## config.mk

```make
export PLATFORM = sky130hd
export DESIGN_NAME = letc_core_e2m_skid
export DESIGN_NICKNAME = d
export VERILOG_FILES = /design/src/rtl/letc_pkg.sv /design/src/rtl/riscv_pkg.sv /design/src/rtl/letc_core_pkg.sv /design/src/rtl/letc_core_e2m_entry_reg.sv /design/src/rtl/letc_core_e2m_skid.sv
export SDC_FILE = /design/constraint.sdc
export NUM_CORES = 1
export LEC_CHECK = 0
export ABC_AREA = 1
export ABC_CLOCK_PERIOD_IN_PS = 8410
export CAP_MARGIN = 25
export CORE_ASPECT_RATIO = 2
export CORE_MARGIN = 2
export CORE_UTILIZATION = 52
export CTS_CLUSTER_SIZE = 14
export DETAILED_ROUTE_END_ITERATION = 12
export PLACE_DENSITY = 0.89
export SYNTH_ARGS = -nofsm -noshare
export SYNTH_HDL_FRONTEND = slang
export SYNTH_SLANG_ARGS = --single-unit
```

## constraint.sdc

```tcl
create_clock -name i_clk -period 8.41 [get_ports i_clk]
set_clock_uncertainty 0.05 [all_clocks]
set_input_delay 1.682 -clock i_clk [delete_from_list [all_inputs] [get_ports i_clk]]
set_output_delay 1.682 -clock i_clk [all_outputs]
set_load 0.02 [all_outputs]
```

## src/rtl/letc_pkg.sv

```systemverilog
// Shared LETC machine types.
package letc_pkg;

  localparam int unsigned WORD_W = 32;

  typedef logic [WORD_W-1:0] word_t;

endpackage

```

## src/rtl/riscv_pkg.sv

```systemverilog
// RISC-V architectural types.
package riscv_pkg;

  localparam int unsigned REG_IDX_W = 5;

  typedef logic [REG_IDX_W-1:0] reg_idx_t;

endpackage

```

## src/rtl/letc_core_pkg.sv

```systemverilog
// Core-level types for the execute-to-memory boundary.
package letc_core_pkg;

  typedef enum logic [1:0] {
    MEMOP_NONE  = 2'd0,
    MEMOP_LOAD  = 2'd1,
    MEMOP_STORE = 2'd2
  } memop_e;

  typedef struct packed {
    letc_pkg::word_t    alu_result;
    riscv_pkg::reg_idx_t rd_idx;
    logic               rd_we;
    memop_e             memop;
    letc_pkg::word_t    store_data;
  } e2m_entry_s;

  typedef enum logic [1:0] {
    ST_EMPTY = 2'd0,
    ST_ONE   = 2'd1,
    ST_TWO   = 2'd2
  } e2m_state_e;

  // A result can be forwarded once it writes a real register and is not still waiting on memory.
  function automatic logic fwd_eligible(input e2m_entry_s e);
    return e.rd_we & (e.rd_idx != '0) & (e.memop != MEMOP_LOAD);
  endfunction

endpackage

```

## src/rtl/letc_core_e2m_entry_reg.sv

```systemverilog
// One E2M payload register with clear-over-load priority.
module letc_core_e2m_entry_reg
  import letc_core_pkg::*;
(
  input  logic       i_clk,
  input  logic       i_rst,
  input  logic       i_load,
  input  logic       i_clear,
  input  e2m_entry_s i_d,
  output e2m_entry_s o_q
);

  always_ff @(posedge i_clk or posedge i_rst) begin
    if (i_rst) begin
      o_q <= '0;
    end else if (i_clear) begin
      o_q <= '0;
    end else if (i_load) begin
      o_q <= i_d;
    end
  end

endmodule

```

## src/rtl/letc_core_e2m_skid.sv

```systemverilog
// Two-entry skid buffer between execute and memory with head forwarding
// and a saturating back-pressure counter.
module letc_core_e2m_skid
  import letc_pkg::*;
  import riscv_pkg::*;
  import letc_core_pkg::*;
#(
  parameter bit          CLEAR_ON_FLUSH = 1'b1,
  parameter int unsigned STALL_CTR_W    = 16
) (
  input  logic                   i_clk,
  input  logic                   i_rst,
  input  logic                   i_e_valid,
  output logic                   o_e_ready,
  input  word_t                  i_e_alu_result,
  input  reg_idx_t               i_e_rd_idx,
  input  logic                   i_e_rd_we,
  input  memop_e                 i_e_memop,
  input  word_t                  i_e_store_data,
  output logic                   o_m_valid,
  input  logic                   i_m_ready,
  output word_t                  o_m_alu_result,
  output reg_idx_t               o_m_rd_idx,
  output logic                   o_m_rd_we,
  output memop_e                 o_m_memop,
  output word_t                  o_m_store_data,
  input  logic                   i_flush,
  output logic                   o_fwd_valid,
  output reg_idx_t               o_fwd_rd_idx,
  output word_t                  o_fwd_value,
  output logic [STALL_CTR_W-1:0] o_stall_cycles
);

  e2m_state_e state_q, state_d;
  e2m_entry_s in_entry, main_d, main_q, skid_q;
  logic       push, pop;
  logic       main_load, main_from_skid, skid_load, clear_payload;
  logic       fwd_valid_d;

  assign in_entry = '{alu_result: i_e_alu_result, rd_idx: i_e_rd_idx, rd_we: i_e_rd_we,
                      memop: i_e_memop, store_data: i_e_store_data};

  assign push = i_e_valid & o_e_ready;
  assign pop  = o_m_valid & i_m_ready;

  // State register plus registered handshake/forward flags derived from the next state.
  always_ff @(posedge i_clk or posedge i_rst) begin
    if (i_rst) begin
      state_q     <= ST_EMPTY;
      o_e_ready   <= 1'b1;
      o_m_valid   <= 1'b0;
      o_fwd_valid <= 1'b0;
    end else begin
      state_q     <= state_d;
      o_e_ready   <= (state_d != ST_TWO);
      o_m_valid   <= (state_d != ST_EMPTY);
      o_fwd_valid <= fwd_valid_d;
    end
  end

  // Next-state logic; flush overrides any handshake in the same cycle.
  always_comb begin
    state_d = state_q;
    if (i_flush) begin
      state_d = ST_EMPTY;
    end else begin
      case (state_q)
        ST_EMPTY: if (push) state_d = ST_ONE;
        ST_ONE: begin
          if (push && !pop)      state_d = ST_TWO;
          else if (!push && pop) state_d = ST_EMPTY;
        end
        ST_TWO:   if (pop) state_d = ST_ONE;
        default:  state_d = ST_EMPTY;
      endcase
    end
  end

  // Register-file control for MAIN and SKID.
  always_comb begin
    main_load      = 1'b0;
    main_from_skid = 1'b0;
    skid_load      = 1'b0;
    clear_payload  = i_flush & CLEAR_ON_FLUSH;
    if (!i_flush) begin
      case (state_q)
        ST_EMPTY: main_load = push;
        ST_ONE: begin
          main_load = push & pop;
          skid_load = push & !pop;
        end
        ST_TWO: begin
          main_load      = pop;
          main_from_skid = 1'b1;
        end
        default: ;
      endcase
    end
  end

  assign main_d      = main_from_skid ? skid_q : in_entry;
  assign fwd_valid_d = (state_d != ST_EMPTY) & fwd_eligible(main_load ? main_d : main_q);

  letc_core_e2m_entry_reg u_main (
    .i_clk   (i_clk),
    .i_rst   (i_rst),
    .i_load  (main_load),
    .i_clear (clear_payload),
    .i_d     (main_d),
    .o_q     (main_q)
  );

  letc_core_e2m_entry_reg u_skid (
    .i_clk   (i_clk),
    .i_rst   (i_rst),
    .i_load  (skid_load),
    .i_clear (clear_payload),
    .i_d     (in_entry),
    .o_q     (skid_q)
  );

  // Counts cycles the execute stage is blocked; sticks at all-ones.
  always_ff @(posedge i_clk or posedge i_rst) begin
    if (i_rst) begin
      o_stall_cycles <= '0;
    end else if (i_e_valid && !o_e_ready && !i_flush && (o_stall_cycles != '1)) begin
      o_stall_cycles <= o_stall_cycles + STALL_CTR_W'(1);
    end
  end

  assign o_m_alu_result = main_q.alu_result;
  assign o_m_rd_idx     = main_q.rd_idx;
  assign o_m_rd_we      = main_q.rd_we;
  assign o_m_memop      = main_q.memop;
  assign o_m_store_data = main_q.store_data;
  assign o_fwd_rd_idx   = main_q.rd_idx;
  assign o_fwd_value    = main_q.alu_result;

endmodule

```

=== Yosys cells after proc, flatten, opt, wreduce, memory -nomap -nowiden ===
Cells that the tools add are included.

* Register bits after elaboration: 165
* Bits of input ports: 77
* Output and inout bits: 128

* Add/subtract/negate cells: 1
* Eq/ne operators: 5
* Multiplexer cells: 17
* Bitwise logic cells: 7
* Reductions and logical operators: 14

{| class="wikitable"
|+ Operators with widths
! kind !! count
|-
| 72-bit 2-to-1 mux || 5
|-
| 16-bit by 1-bit adder with 16-bit output (second input constant) || 1
|-
| 16-bit != test (second input constant) || 1
|-
| 2-bit 2-to-1 mux || 5
|-
| 1-bit bitwise AND || 7
|-
| 2-bit one-hot mux with 3 select lines || 1
|-
| 2-bit nonzero test || 3
|-
| 1-bit logical AND || 5
|-
| 1-bit 2-to-1 mux || 5
|-
| 5-bit nonzero test || 1
|-
| 1-bit logical NOT || 4
|-
| 1-bit one-hot mux with 3 select lines || 1
|-
| 2-bit by 1-bit == test with 1-bit output (second input constant) || 1
|-
| 2-bit == test (second input constant) || 1
|-
| 2-bit logical NOT || 1
|-
| 2-bit by 1-bit != test with 1-bit output (second input constant) || 1
|-
| 2-bit != test (second input constant) || 1
|}

=== Depth between registers and ports, before layout ===
Gate-level depths: netlist of the first run.

* Depth after elaboration: 9
* Depth in mapped cells: 10

=== Cells and area by module ===
A second synthesis of the first run with hierarchy kept.

* Cell total of the unflattened synthesis: 1,066
* Area total of the unflattened synthesis: 8,270.4 um^2

{| class="wikitable"
|+ By module, submodules not included
! module !! instances !! cells an instance !! area each (um^2) !! seq. area each (um^2)
|-
| letc_core_e2m_entry_reg || 2 || 313 || 2,919.0 || 1,801.7
|-
| letc_core_e2m_skid || 1 || 440 || 2,432.3 || 526.8
|}

=== Worst setup path before layout of the first run ===
Ideal clock, no wire load.

* Path kind: in2reg
* Start: input i_m_ready
* End: register u_main.o_q[0] in the netlist's numbering
* Setup time: 0.133 ns
* Arrival: 2.501 ns
* Slack: 5.726 ns
* Stages: 6
* Path buffers: 1
* Cells stage by stage: nand2_1 nand2_1 nand2_1 nand3_1 clkbuf_1 o22ai_1

* Cells in the longest elaborated chain, start to end: 5

{| class="wikitable"
|+ Ends and longest elaborated chain
! what !! line !! text
|-
| from (decl) || letc_core_e2m_skid.sv:21 || <nowiki>input logic i_m_ready,</nowiki>
|-
| 1-bit bitwise AND (*) || letc_core_e2m_skid.sv:44 || <nowiki>assign pop = o_m_valid & i_m_ready;</nowiki>
|-
| 1-bit bitwise AND || letc_core_e2m_skid.sv:89 || <nowiki>main_load = push & pop;</nowiki>
|-
| 1-bit one-hot mux with 3 select lines (*) || letc_core_e2m_skid.sv:86 || <nowiki>case (state_q)</nowiki>
|-
| 1-bit 2-to-1 mux (*) || letc_core_e2m_skid.sv:85 || <nowiki>if (!i_flush) begin</nowiki>
|-
| 2-bit nonzero test (no source line) (*) || n/a ||
|-
| to (signal assigned) || letc_core_e2m_entry_reg.sv:19 || <nowiki>o_q <= i_d;</nowiki>
|-
| to (decl) || letc_core_e2m_entry_reg.sv:10 || <nowiki>output e2m_entry_s o_q</nowiki>
|}

Every way passes the cells marked *; elsewhere a longest branch is shown, timed or not.
A chain may end at the register's enable or synchronous reset.

=== Worst setup path after layout of the first run ===
* Start: input i_flush
* End: register o_fwd_valid

* Cells in the longest elaborated chain, start to end: 7
* Elaborated cells between the ends (all ways): 11
* Classes of those cells: 1 x eq/ne; 5 x mux; 3 x bitwise; 2 x reduce/logical

{| class="wikitable"
|+ Ends and longest elaborated chain
! what !! line !! text
|-
| from (decl) || letc_core_e2m_skid.sv:27 || <nowiki>input logic i_flush,</nowiki>
|-
| 1-bit 2-to-1 mux || letc_core_e2m_skid.sv:85 ||
|-
| 72-bit 2-to-1 mux || letc_core_e2m_skid.sv:101 || <nowiki>assign main_d = main_from_skid ? skid_q : in_entry;</nowiki>
|-
| 72-bit 2-to-1 mux || n/a ||
|-
| 5-bit nonzero test || letc_core_pkg.sv:26 || <nowiki>return e.rd_we & (e.rd_idx != '0) & (e.memop != MEMOP_LOAD);</nowiki>
|-
| 1-bit bitwise AND (2 in series) || letc_core_pkg.sv:26 ||
|-
| 1-bit bitwise AND (*) || letc_core_e2m_skid.sv:102 || <nowiki>assign fwd_valid_d = (state_d != ST_EMPTY) & fwd_eligible(main_load ? main_d : main_q);</nowiki>
|-
| via fwd_valid_d || letc_core_e2m_skid.sv:38 || <nowiki>logic fwd_valid_d;</nowiki>
|-
| to (signal assigned) || letc_core_e2m_skid.sv:57 || <nowiki>o_fwd_valid <= fwd_valid_d;</nowiki>
|-
| to (decl) || letc_core_e2m_skid.sv:28 || <nowiki>output logic o_fwd_valid,</nowiki>
|}

The timed path passes the listed nets; every way through them passes the cells marked *. The select of a mux whose other input is x is not followed.

==> results.md, run 1 <==
* Outcome: finished clean
* Slowest Stage Delay on Critical Path at 0.76 ns
* Number of remaining DRC errors at 0
* Final total negative setup slack at 0 ns
* Most common cell after layout, fill and taps aside: clkdlybuf4s50_1
* First-pass iteration count of the detailed router at 7
* Antenna violations before repair at 1
* Final hold vios at 0
* Tightest slew margin relative to the limit at ~40%
* Critical Path, Cell by Cell: clkdlybuf4s50_1 -> inv_2 -> buf_4 -> nand3_2 -> buf_4 -> o21ai_0 -> nand2_1 -> o21ai_1 -> nand2_1 -> nand2_1 -> nor2_1
* Effective utilization at floorplan at 52.71%
* Number of nets at the end of the flow at approximately 1100
* Post-route ant nets at 0
* Post-CTS Setup Bufs at 0
* Fraction of synthesized cell area taken by the top area cell type at 54.85%
* Number of global-route vias before repair at 6428
* Die span in y at 173.6 um
* Boundary Pins at 205
* Mean cell area of the mapped netlist at roughly 8.8 um^2
* Relative area change from synthesis to final layout at 32.88%
* Arrival @ worst endpoint at 5.16 ns
* Required time reported for the critical path endpoint at 8.67 ns
* Clock slew seen by the registers of the worst setup and hold paths at 0.06 ns
* Maximum vdd drop at 0.1535 mV
* Number of core rows at 62
* Critical Path Sink Type: register
* Synth cell types at 27
* Sinks on Clock Net at 165
* Worst reg2reg startpoint: state_q[0]$_DFF_PP0_
* Top achievable clock speed at 203.7 MHz
* Clk buf depth at 2
* Total of cells resized after clock tree synthesis at 0
* Startpoint type of the worst setup path: input port
* Die width at 88.82 um
* Highest-count cells in the layout ignoring fill and taps: clkdlybuf4s50_1, nand2_1, dfrtp_1
* Post-layout min period at slightly below 5 ns
* Number of DRC markers after the initial detailed-route iteration at 531
* #FFs+latches synth at approximately 170
* Final period utilization at 58.37%
* Hold buffers post-CTS at 0
* Worst-Margin Slew at 0.8843 ns
* Overall routed net length at 20000 um
* Largest area contributor in the synthesized netlist: dfrtp_1
* Clock latency on the worst-skew pair at a little over 0.4 ns
* Total overflow reported by the global router at 0
* Global-route wire length before repair at about 32000 um
* DR vias/cell at 5.576
* Family of cells with the greatest summed delay on the critical path: buffers and inverters
* Share of layout cells above drive strength 1 at a little under 6%
* Via count at 6646
* Synthesized area at 7482 um^2
* Routed WL per cell at 16.77 um
* Total number of yosys warnings at 0
* Net count after synthesis at roughly 920
* Worst Path Max Fanout at 78
* Final design area excluding fillers at 9942 um^2
* Sequential cell area fraction in the yosys report at 55.20%
* Worst hold start: u_skid.o_q[51]$_DFFE_PP0P_
* CTS root buffer: clkbuf_16
* Pin count of the biggest net entering global routing at 96
* CTS tree: yes
* Worst Path Buf+Inv at 4
* # setup viols final at 0
* Core Footprint at 14200 um^2
* Cell mode on critical path: nand2_1
* Synth area leaders: dfrtp_1, o22ai_1, nand2_1, nand3_1, inv_1
* GP Congestion at between 0.8 and 0.9
* Count of max-cap constraint violations at 0
* Clock buffers created by TritonCTS at 17
* Number of cells produced by synthesis at roughly 850
* Filler cells at roughly 1000
* Maximum level of the CTS H-tree at 4
* Placed inst area at 9325 um^2
* Die outline area at 15420 um^2
* Overall global routing resource usage at 26.00%
* RSZ-0062 raised after global routing: no
* Type of the tightest min-delay check: register to register
* Kind of critical path: input port to register
* End-of-flow core utilization at 70.03%
* Cell with the biggest individual delay on the critical path: nand3_2
* Critical Path Source: i_flush
* Minimum setup slack among reg-to-reg paths at 5.78 ns
* Power per Cell Area at 227.1 nW/um^2
* Final HPWL from detailed placement at 12760 um
* Number of max-slew violations in the final report at 0
* Leakage power figure at 4.632 nW
* Number of buffers inserted by port buffering at 204
worst min-delay path, delay by kind of cell (launching register included):
kind	cells	cell delay [ns]
flip-flops	1	0.34
AND/OR/NAND/NOR	2	0.13
stage by stage:
step | worst slack, ns | std cells | power, W | hold slack, ns
4_1_cts | 3.606 | 1191 | 0.002270 | 0.4596
5_1_grt | 3.261 | 1192 | 0.002355 | 0.4851
3_5_place_dp | 3.185 | 1161 | 0.001461 | 0.4439
3_3_place_gp | 3.285 | 1161 | 0.001445 | 0.4388
2_1_floorplan | 2.218 | 846 | 0.001239 | 0.4266
6_report | 3.501 | 1192 | 0.002258 | 0.4571
area by class of cell:
cell class	count	area (um^2)	share of cell area, %
tap	192	240.2	2.416
multi-input combinational	488	2455	24.69
clock buffer	20	466.7	4.694
sequential	165	4130	41.54
clock inverter	10	147.6	1.485
timing repair buffer	212	2102	21.14
antenna	1	2.502	0.02517
inverter	104	397.9	4.002
layer usage:
| layer | wire length, um | share of wire (%) | GRT usage (%) |
|---|---|---|---|
| met1 | 7730 | 39 | 35.02 |
| met2 | 10070 | 50 | 41.14 |
| met3 | 1865 | 9.3 | 6.524 |
| met4 | 327 | 1.6 | 8.018 |
| met5 | 0 | 0 | 0 |
flip-flops by register name, summed over array words and instances, names as in the netlist:
register        flops
u_skid.o_q         72
o_stall_cycles     16
o_e_ready           1
u_main.o_q         72
o_fwd_valid         1
state_q             2
o_m_valid           1
logic make-up (layout without fill, tap and decap cells):
| logic type | after synthesis | after routing | synth area share [%] |
|---|---|---|---|
| AO/OA/AOI/OAI | 150 | 150 | 12.26 |
| XOR/XNOR | 12 | 12 | 1.405 |
| buffers and inverters | 193 | 346 | 12.26 |
| AND/OR/NAND/NOR | 325 | 325 | 18.71 |
| flip-flops | 165 | 165 | 55.20 |
| other | 0 | 1 | 0 |
| adder cells (fa/ha/maj) | 1 | 1 | 0.1672 |
path summary, 6_finish.rpt:
kind                                              end  cells past startpoint
max reg2reg                     o_fwd_valid$_DFF_PP0_                     11
min in group asynchronous   u_main.o_q[1]$_DFFE_PP0P_                      2
max in group asynchronous  u_main.o_q[53]$_DFFE_PP0P_                      3
max                             o_fwd_valid$_DFF_PP0_                     11
min reg2reg                u_skid.o_q[51]$_DFFE_PP0P_                      2
min                        u_skid.o_q[51]$_DFFE_PP0P_                      2
power by group:
group          switching (W)  internal, W
Sequential         0.0000628     0.000868
Combinational       0.000290     0.000230
Clock               0.000317     0.000490
Total               0.000669      0.00159
cell usage after synthesis:
cell and n:
ha_1 1, inv_1 98, a21oi_1 1, o22ai_1 131, nand3_2 4, nor3_2 2
buf_2 20, nor2_1 27, inv_4 1, inv_2 5, buf_6 1, nand2_2 1
xor2_1 8, nand2_4 1, nand4_1 6, dfrtp_1 164, nand2_1 199, o211ai_1 1
dfstp_2 1, nor3_4 1, clkbuf_1 26, xnor2_1 4, nand3_1 80, buf_4 42
nor3_1 4, o21ai_0 5, o21ai_1 12
Note: power is estimated with default switching activity, not from simulation.
==> run 2: changes to the inputs <==
--- a/config.mk
+++ b/config.mk
@@ -6,14 +6,14 @@
 export NUM_CORES = 1
 export LEC_CHECK = 0
 export ABC_AREA = 1
-export ABC_CLOCK_PERIOD_IN_PS = 8410
+export ABC_CLOCK_PERIOD_IN_PS = 4450
 export CAP_MARGIN = 25
 export CORE_ASPECT_RATIO = 2
 export CORE_MARGIN = 2
-export CORE_UTILIZATION = 52
+export CORE_UTILIZATION = 44
 export CTS_CLUSTER_SIZE = 14
 export DETAILED_ROUTE_END_ITERATION = 12
-export PLACE_DENSITY = 0.89
+export PLACE_DENSITY = 0.81
 export SYNTH_ARGS = -nofsm -noshare
 export SYNTH_HDL_FRONTEND = slang
 export SYNTH_SLANG_ARGS = --single-unit
==> constraint.sdc (replaced) <==
create_clock -name i_clk -period 4.45 [get_ports i_clk]
set_clock_uncertainty 0.05 [all_clocks]
set_input_delay 0.89 -clock i_clk [delete_from_list [all_inputs] [get_ports i_clk]]
set_output_delay 0.89 -clock i_clk [all_outputs]
set_load 0.02 [all_outputs]
==> results.md, run 2 (synthesized netlist as in run 1, its figures left out) <==
* CTS root buffer: clkbuf_16
* Clk buf depth at 2
* Final period utilization at 71.66%
* Tightest slew margin relative to the limit at 40.34%
* Power per Cell Area at 415.9 nW/um^2
* Number of remaining DRC errors at 0
* Clock slew seen by the registers of the worst setup and hold paths at 0.06 ns
* Core Footprint at 16680 um^2
* Total overflow reported by the global router at 0
* Routed WL per cell at 16.80 um
* Overall global routing resource usage at 22.73%
* Overall routed net length at 20360 um
* Die outline area at 18130 um^2
* GP Congestion at 0.8973
* Number of global-route vias before repair at about 6400
* Share of layout cells above drive strength 1 at 6.275%
* Die span in y at 188.4 um
* Top achievable clock speed at 313.6 MHz
* Startpoint type of the worst setup path: input port
* RSZ-0062 raised after global routing: no
* Post-placement setup slack at 0.8218 ns
* Total of cells resized after clock tree synthesis at 0
* Effective utilization at floorplan at 44.85%
* Arrival @ worst endpoint at roughly 3.5 ns
* Post-layout min period at 3.189 ns
* Power consumption at 0.004139 W
* Boundary Pins at ~200
* Registers with the most flip-flops: u_main.o_q x72, u_skid.o_q x72, o_stall_cycles x16
* Worst-Margin Slew at 0.8950 ns
* Maximum vdd drop at 0.2458 mV
* Count of max-cap constraint violations at 0
* Final total negative setup slack at 0 ns
* Final HPWL from detailed placement at 13590 um
* Leakage power figure at roughly 4.6 nW
* Most common cell after layout, fill and taps aside: clkdlybuf4s50_1
* Type of the tightest min-delay check: register to register
* CTS tree: yes
* Via count at 6457
* Global-route wire length before repair at 31940 um
* # setup viols final at 0
* First-pass iteration count of the detailed router at 8
* Critical Path Sink Type: register
* Number of buffers inserted by port buffering at approximately 200
* Number of DRC markers after the initial detailed-route iteration at between 300 and 400
* Antenna violations before repair at 1
* Cell with the biggest individual delay on the critical path: clkdlybuf4s50_1
* Number of nets at the end of the flow at 1069
* Critical Path, Cell by Cell: clkdlybuf4s50_1 -> inv_2 -> buf_4 -> nand3_4 -> inv_2 -> nand2_1 -> nand2_1 -> nand3_1 -> nor2_1 -> nor2_1
* Maximum level of the CTS H-tree at 4
* Outcome: finished clean
* Number of max-slew violations in the final report at 0
* Highest-count cells in the layout ignoring fill and taps: clkdlybuf4s50_1, nand2_1, dfrtp_1
* Required time reported for the critical path endpoint at between 4 and 5 ns
* Crit path setup slack, layout at 1.261 ns
* Hold buffers post-CTS at 0
* Final hold vios at 0
* Kind of critical path: input port to register
* DR vias/cell at 5.328
* Worst Path Max Fanout at 47
* Number of core rows at 67
* Sinks on Clock Net at 165
* Slowest Stage Delay on Critical Path at 0.69 ns
* Clock buffers created by TritonCTS at 17
* Post-CTS Setup Bufs at 0
* Family of cells with the greatest summed delay on the critical path: buffers and inverters
* Relative area change from synthesis to final layout at 32.99%
* Post-route ant nets at 0
* Pin count of the biggest net entering global routing at 166
* Worst hold margin at between 0.4 and 0.5 ns
* Worst Path Buf+Inv at 4
* Die width at approximately 96 um
* Clock latency on the worst-skew pair at about 0.42 ns
==> run 2: worst min-delay path, stage by stage (launching register included) <==
cell and delay [ns]:
dfrtp_1 0.34, nand3_1 0.08, nand2_1 0.06
==> run 2: cell type report <==
type / instances / area, um^2
timing repair buffer: 215 / 2137
clock inverter: 14 / 116.4
tap: 207 / 259.0
inverter: 104 / 396.6
fill: 1405 / 6731
clock buffer: 18 / 439.2
antenna: 1 / 2.502
sequential: 165 / 4130
multi-input combinational: 488 / 2470
==> run 2: path summary, 6_finish.rpt <==
| check | slack (ns) | end | cells after the start | startpoint |
|---|---|---|---|---|
| worst max register to register | 2.33 | o_fwd_valid$_DFF_PP0_ | 10 | state_q[0]$_DFF_PP0_ |
| worst min register to register | 0.46 | u_skid.o_q[68]$_DFFE_PP0P_ | 2 | u_skid.o_q[68]$_DFFE_PP0P_ |
| min in group asynchronous | 1.03 | o_stall_cycles[11]$_DFFE_PP0P_ | 3 | i_rst |
| worst min-delay path | 0.46 | u_skid.o_q[68]$_DFFE_PP0P_ | 2 | u_skid.o_q[68]$_DFFE_PP0P_ |
| max in group asynchronous | 2.63 | u_main.o_q[42]$_DFFE_PP0P_ | 3 | i_rst |
| worst max-delay path | 1.26 | o_fwd_valid$_DFF_PP0_ | 10 | i_flush |
==> run 2: per-stage QoR <==
stage / cells / instance area (um^2) / utilization (%)
after floorplan: 846 / 7486 / -
after global placement: 1179 / 9393 / 56.30
after detailed placement: 1179 / 9393 / 56.30
after CTS: 1211 / 9948 / 59.63
after global routing: 1212 / 9951 / 59.65
final: 1212 / 9951 / 59.65
==> run 2: layer usage <==
metal | GRT usage [%] | vias up | wire length, um
met2 | 38.68 | 246 | 10750
li1 | - | 3070 | -
met3 | 4.198 | 56 | 1016
met1 | 26.02 | 3085 | 7573
met5 | 0 | - | 0
met4 | 12.80 | 0 | 1026
==> run 2: power breakdown <==
group,switching [W],internal (W),total [W]
clock network,0.000646,0.000744,0.00139
registers,0.000118,0.00164,0.00176
logic,0.000551,0.000440,0.000991
==> run 3: changes to the inputs <==
--- a/config.mk
+++ b/config.mk
@@ -6,14 +6,14 @@
 export NUM_CORES = 1
 export LEC_CHECK = 0
 export ABC_AREA = 1
-export ABC_CLOCK_PERIOD_IN_PS = 4450
+export ABC_CLOCK_PERIOD_IN_PS = 3200
 export CAP_MARGIN = 25
 export CORE_ASPECT_RATIO = 2
 export CORE_MARGIN = 2
-export CORE_UTILIZATION = 44
+export CORE_UTILIZATION = 49
 export CTS_CLUSTER_SIZE = 14
 export DETAILED_ROUTE_END_ITERATION = 12
-export PLACE_DENSITY = 0.81
+export PLACE_DENSITY = 0.85
 export SYNTH_ARGS = -nofsm -noshare
 export SYNTH_HDL_FRONTEND = slang
 export SYNTH_SLANG_ARGS = --single-unit
==> constraint.sdc (replaced) <==
create_clock -name i_clk -period 3.2 [get_ports i_clk]
set_clock_uncertainty 0.05 [all_clocks]
set_input_delay 0.64 -clock i_clk [delete_from_list [all_inputs] [get_ports i_clk]]
set_output_delay 0.64 -clock i_clk [all_outputs]
set_load 0.02 [all_outputs]
==> results.md, run 3 (synthesized netlist as in run 1, its figures left out) <==
* Overall routed net length at around 20000 um
* Via count at 6609
* Met3 WL post-DR at 1086 um
* Met1 routed wirelength after detailed routing at 7271 um
* Relative area change from synthesis to final layout at 34.46%
* Critical Path Source: o_e_ready$_DFF_PP1_
* Sinks on Clock Net at 165
* Post-layout min period at 2.320 ns
* Number of core rows at 63
* Clock latency on the worst-skew pair at 0.42 ns
* Sequential cell area at 4130 um^2
* Tightest slew margin relative to the limit at between 60% and 70%
* Outcome: finished clean
* Boundary Pins at 205
* Cell with the biggest individual delay on the critical path: clkdlybuf4s50_1
* Top achievable clock speed at 431.0 MHz
* Multi-input gate area at ~2500 um^2
* Critical Path Sink Type: output pin
* Effective utilization at floorplan at between 50% and 60%
* CTS tree: yes
* Leakage power figure at 4.687 nW
* Number of remaining DRC errors at 0
* Clock buffers created by TritonCTS at 17
* Final period utilization at 72.51%
* Kind of critical path: register to output pin
* Total overflow reported by the global router at 0
* Final HPWL from detailed placement at 13630 um
* Count of max-cap constraint violations at 0
* Type of the tightest min-delay check: register to register
* Worst reg2reg startpoint: state_q[1]$_DFF_PP0_
* Final total negative setup slack at 0 ns
* Maximum vdd drop at 0.4589 mV
* Number of max-slew violations in the final report at 0
* Total of cells resized after clock tree synthesis at 0
* Registers with the most flip-flops: u_main.o_q x72, u_skid.o_q x72, o_stall_cycles x16
* Number of global-route vias before repair at around 6600
* Final hold vios at 0
* Post-CTS Setup Bufs at 0
* Global-route wire length before repair at roughly 33000 um
* Share of layout cells above drive strength 1 at ~6.5%
* Number of DRC markers after the initial detailed-route iteration at 463
* Worst hold start: u_skid.o_q[53]$_DFFE_PP0P_
* Startpoint type of the worst setup path: register
* # setup viols final at 0
* Antenna violations before repair at 1
* Slowest Stage Delay on Critical Path at 0.66 ns
* GP Congestion at ~0.87
* Hold buffers post-CTS at 0
* Power per Cell Area at approximately 590 nW/um^2
* Die outline area at 16330 um^2
* Crit path setup slack, layout at 0.8796 ns
* Worst-Margin Slew at 0.5282 ns
* Worst Path Buf+Inv at 1
* Most common cell after layout, fill and taps aside: clkdlybuf4s50_1
* Arrival @ worst endpoint at 1.63 ns
* Number of buffers inserted by port buffering at between 200 and 250
* Filler cells at 1130
* Post-placement setup slack at about 0.6 ns
* Detailed-routed wire length on met2 at 11040 um
* CTS root buffer: clkbuf_16
* Worst Path Max Fanout at 4
* Routed WL per cell at around 17 um
* Required time reported for the critical path endpoint at approximately 2.5 ns
* Clock slew seen by the registers of the worst setup and hold paths at ~0.06 ns
* Top sig layer: met4
* Highest-count cells in the layout ignoring fill and taps: clkdlybuf4s50_1, nand2_1, dfrtp_1
* DR vias/cell at roughly 5.5
* Overall global routing resource usage at ~25%
* Number of nets at the end of the flow at 1072
* Pin count of the biggest net entering global routing at between 80 and 90
* Post-route ant nets at 0
* Clk buf depth at 2
* Critical Path, Cell by Cell: clkdlybuf4s50_1
* Die width at 91.38 um
* Family of cells with the greatest summed delay on the critical path: buffers and inverters
* First-pass iteration count of the detailed router at 6
* Maximum level of the CTS H-tree at 4
* Die span in y at 178.8 um
* RSZ-0062 raised after global routing: no
* Core Footprint at between 10000 and 15000 um^2
run 3: worst paths after layout:
| kind | end | slack, ns | depth (start not counted) |
|---|---|---|---|
| worst max register to register | u_main.o_q[30]$_DFFE_PP0P_ | 1.29 | 6 |
| min in group asynchronous | u_skid.o_q[66]$_DFFE_PP0P_ | 0.66 | 3 |
| worst min register to register | u_skid.o_q[53]$_DFFE_PP0P_ | 0.46 | 2 |
| max in group asynchronous | u_main.o_q[49]$_DFFE_PP0P_ | 2.04 | 3 |
| worst min-delay path | u_skid.o_q[53]$_DFFE_PP0P_ | 0.46 | 2 |
| worst max-delay path | o_e_ready | 0.88 | 1 |
run 3: layer usage:
layer	vias up	GRT usage [%]
li1	3083	-
met1	3144	28.35
met2	315	44.81
met3	67	4.161
met4	0	16.16
met5	-	0
run 3: cell type report:
class | count | area share [%]
diodes | 2 | 0.04975
clock buffers | 18 | 4.365
clock inverters | 13 | 1.679
inverters | 104 | 3.942
multi-input cells | 488 | 24.40
flip-flops and latches | 165 | 41.05
well taps | 195 | 2.425
repair buffers | 218 | 22.09
run 3: power breakdown:
group	internal (W)	leakage [nW]	switching [W]	total [W]
sequential	0.00228	2.23	0.000163	0.00244
clock	0.00126	0.292	0.000839	0.00209
combinational	0.000625	2.16	0.000777	0.00140
total	0.00416	4.69	0.00178	0.00594
run 3: stage by stage:
stage / cells / area (um^2) / utilization [%] / hold slack (ns) / power, W
final: 1203 / 10060 / 67.53 / 0.4579 / 0.005942
after detailed placement: 1170 / 9448 / 63.42 / 0.4451 / 0.003878
after global placement: 1170 / 9448 / 63.42 / 0.4387 / 0.003849
after global routing: 1202 / 10060 / 67.51 / 0.4836 / 0.006202
after floorplan: 846 / 7486 / - / 0.4266 / 0.003258
after CTS: 1201 / 10060 / 67.50 / 0.4605 / 0.005976
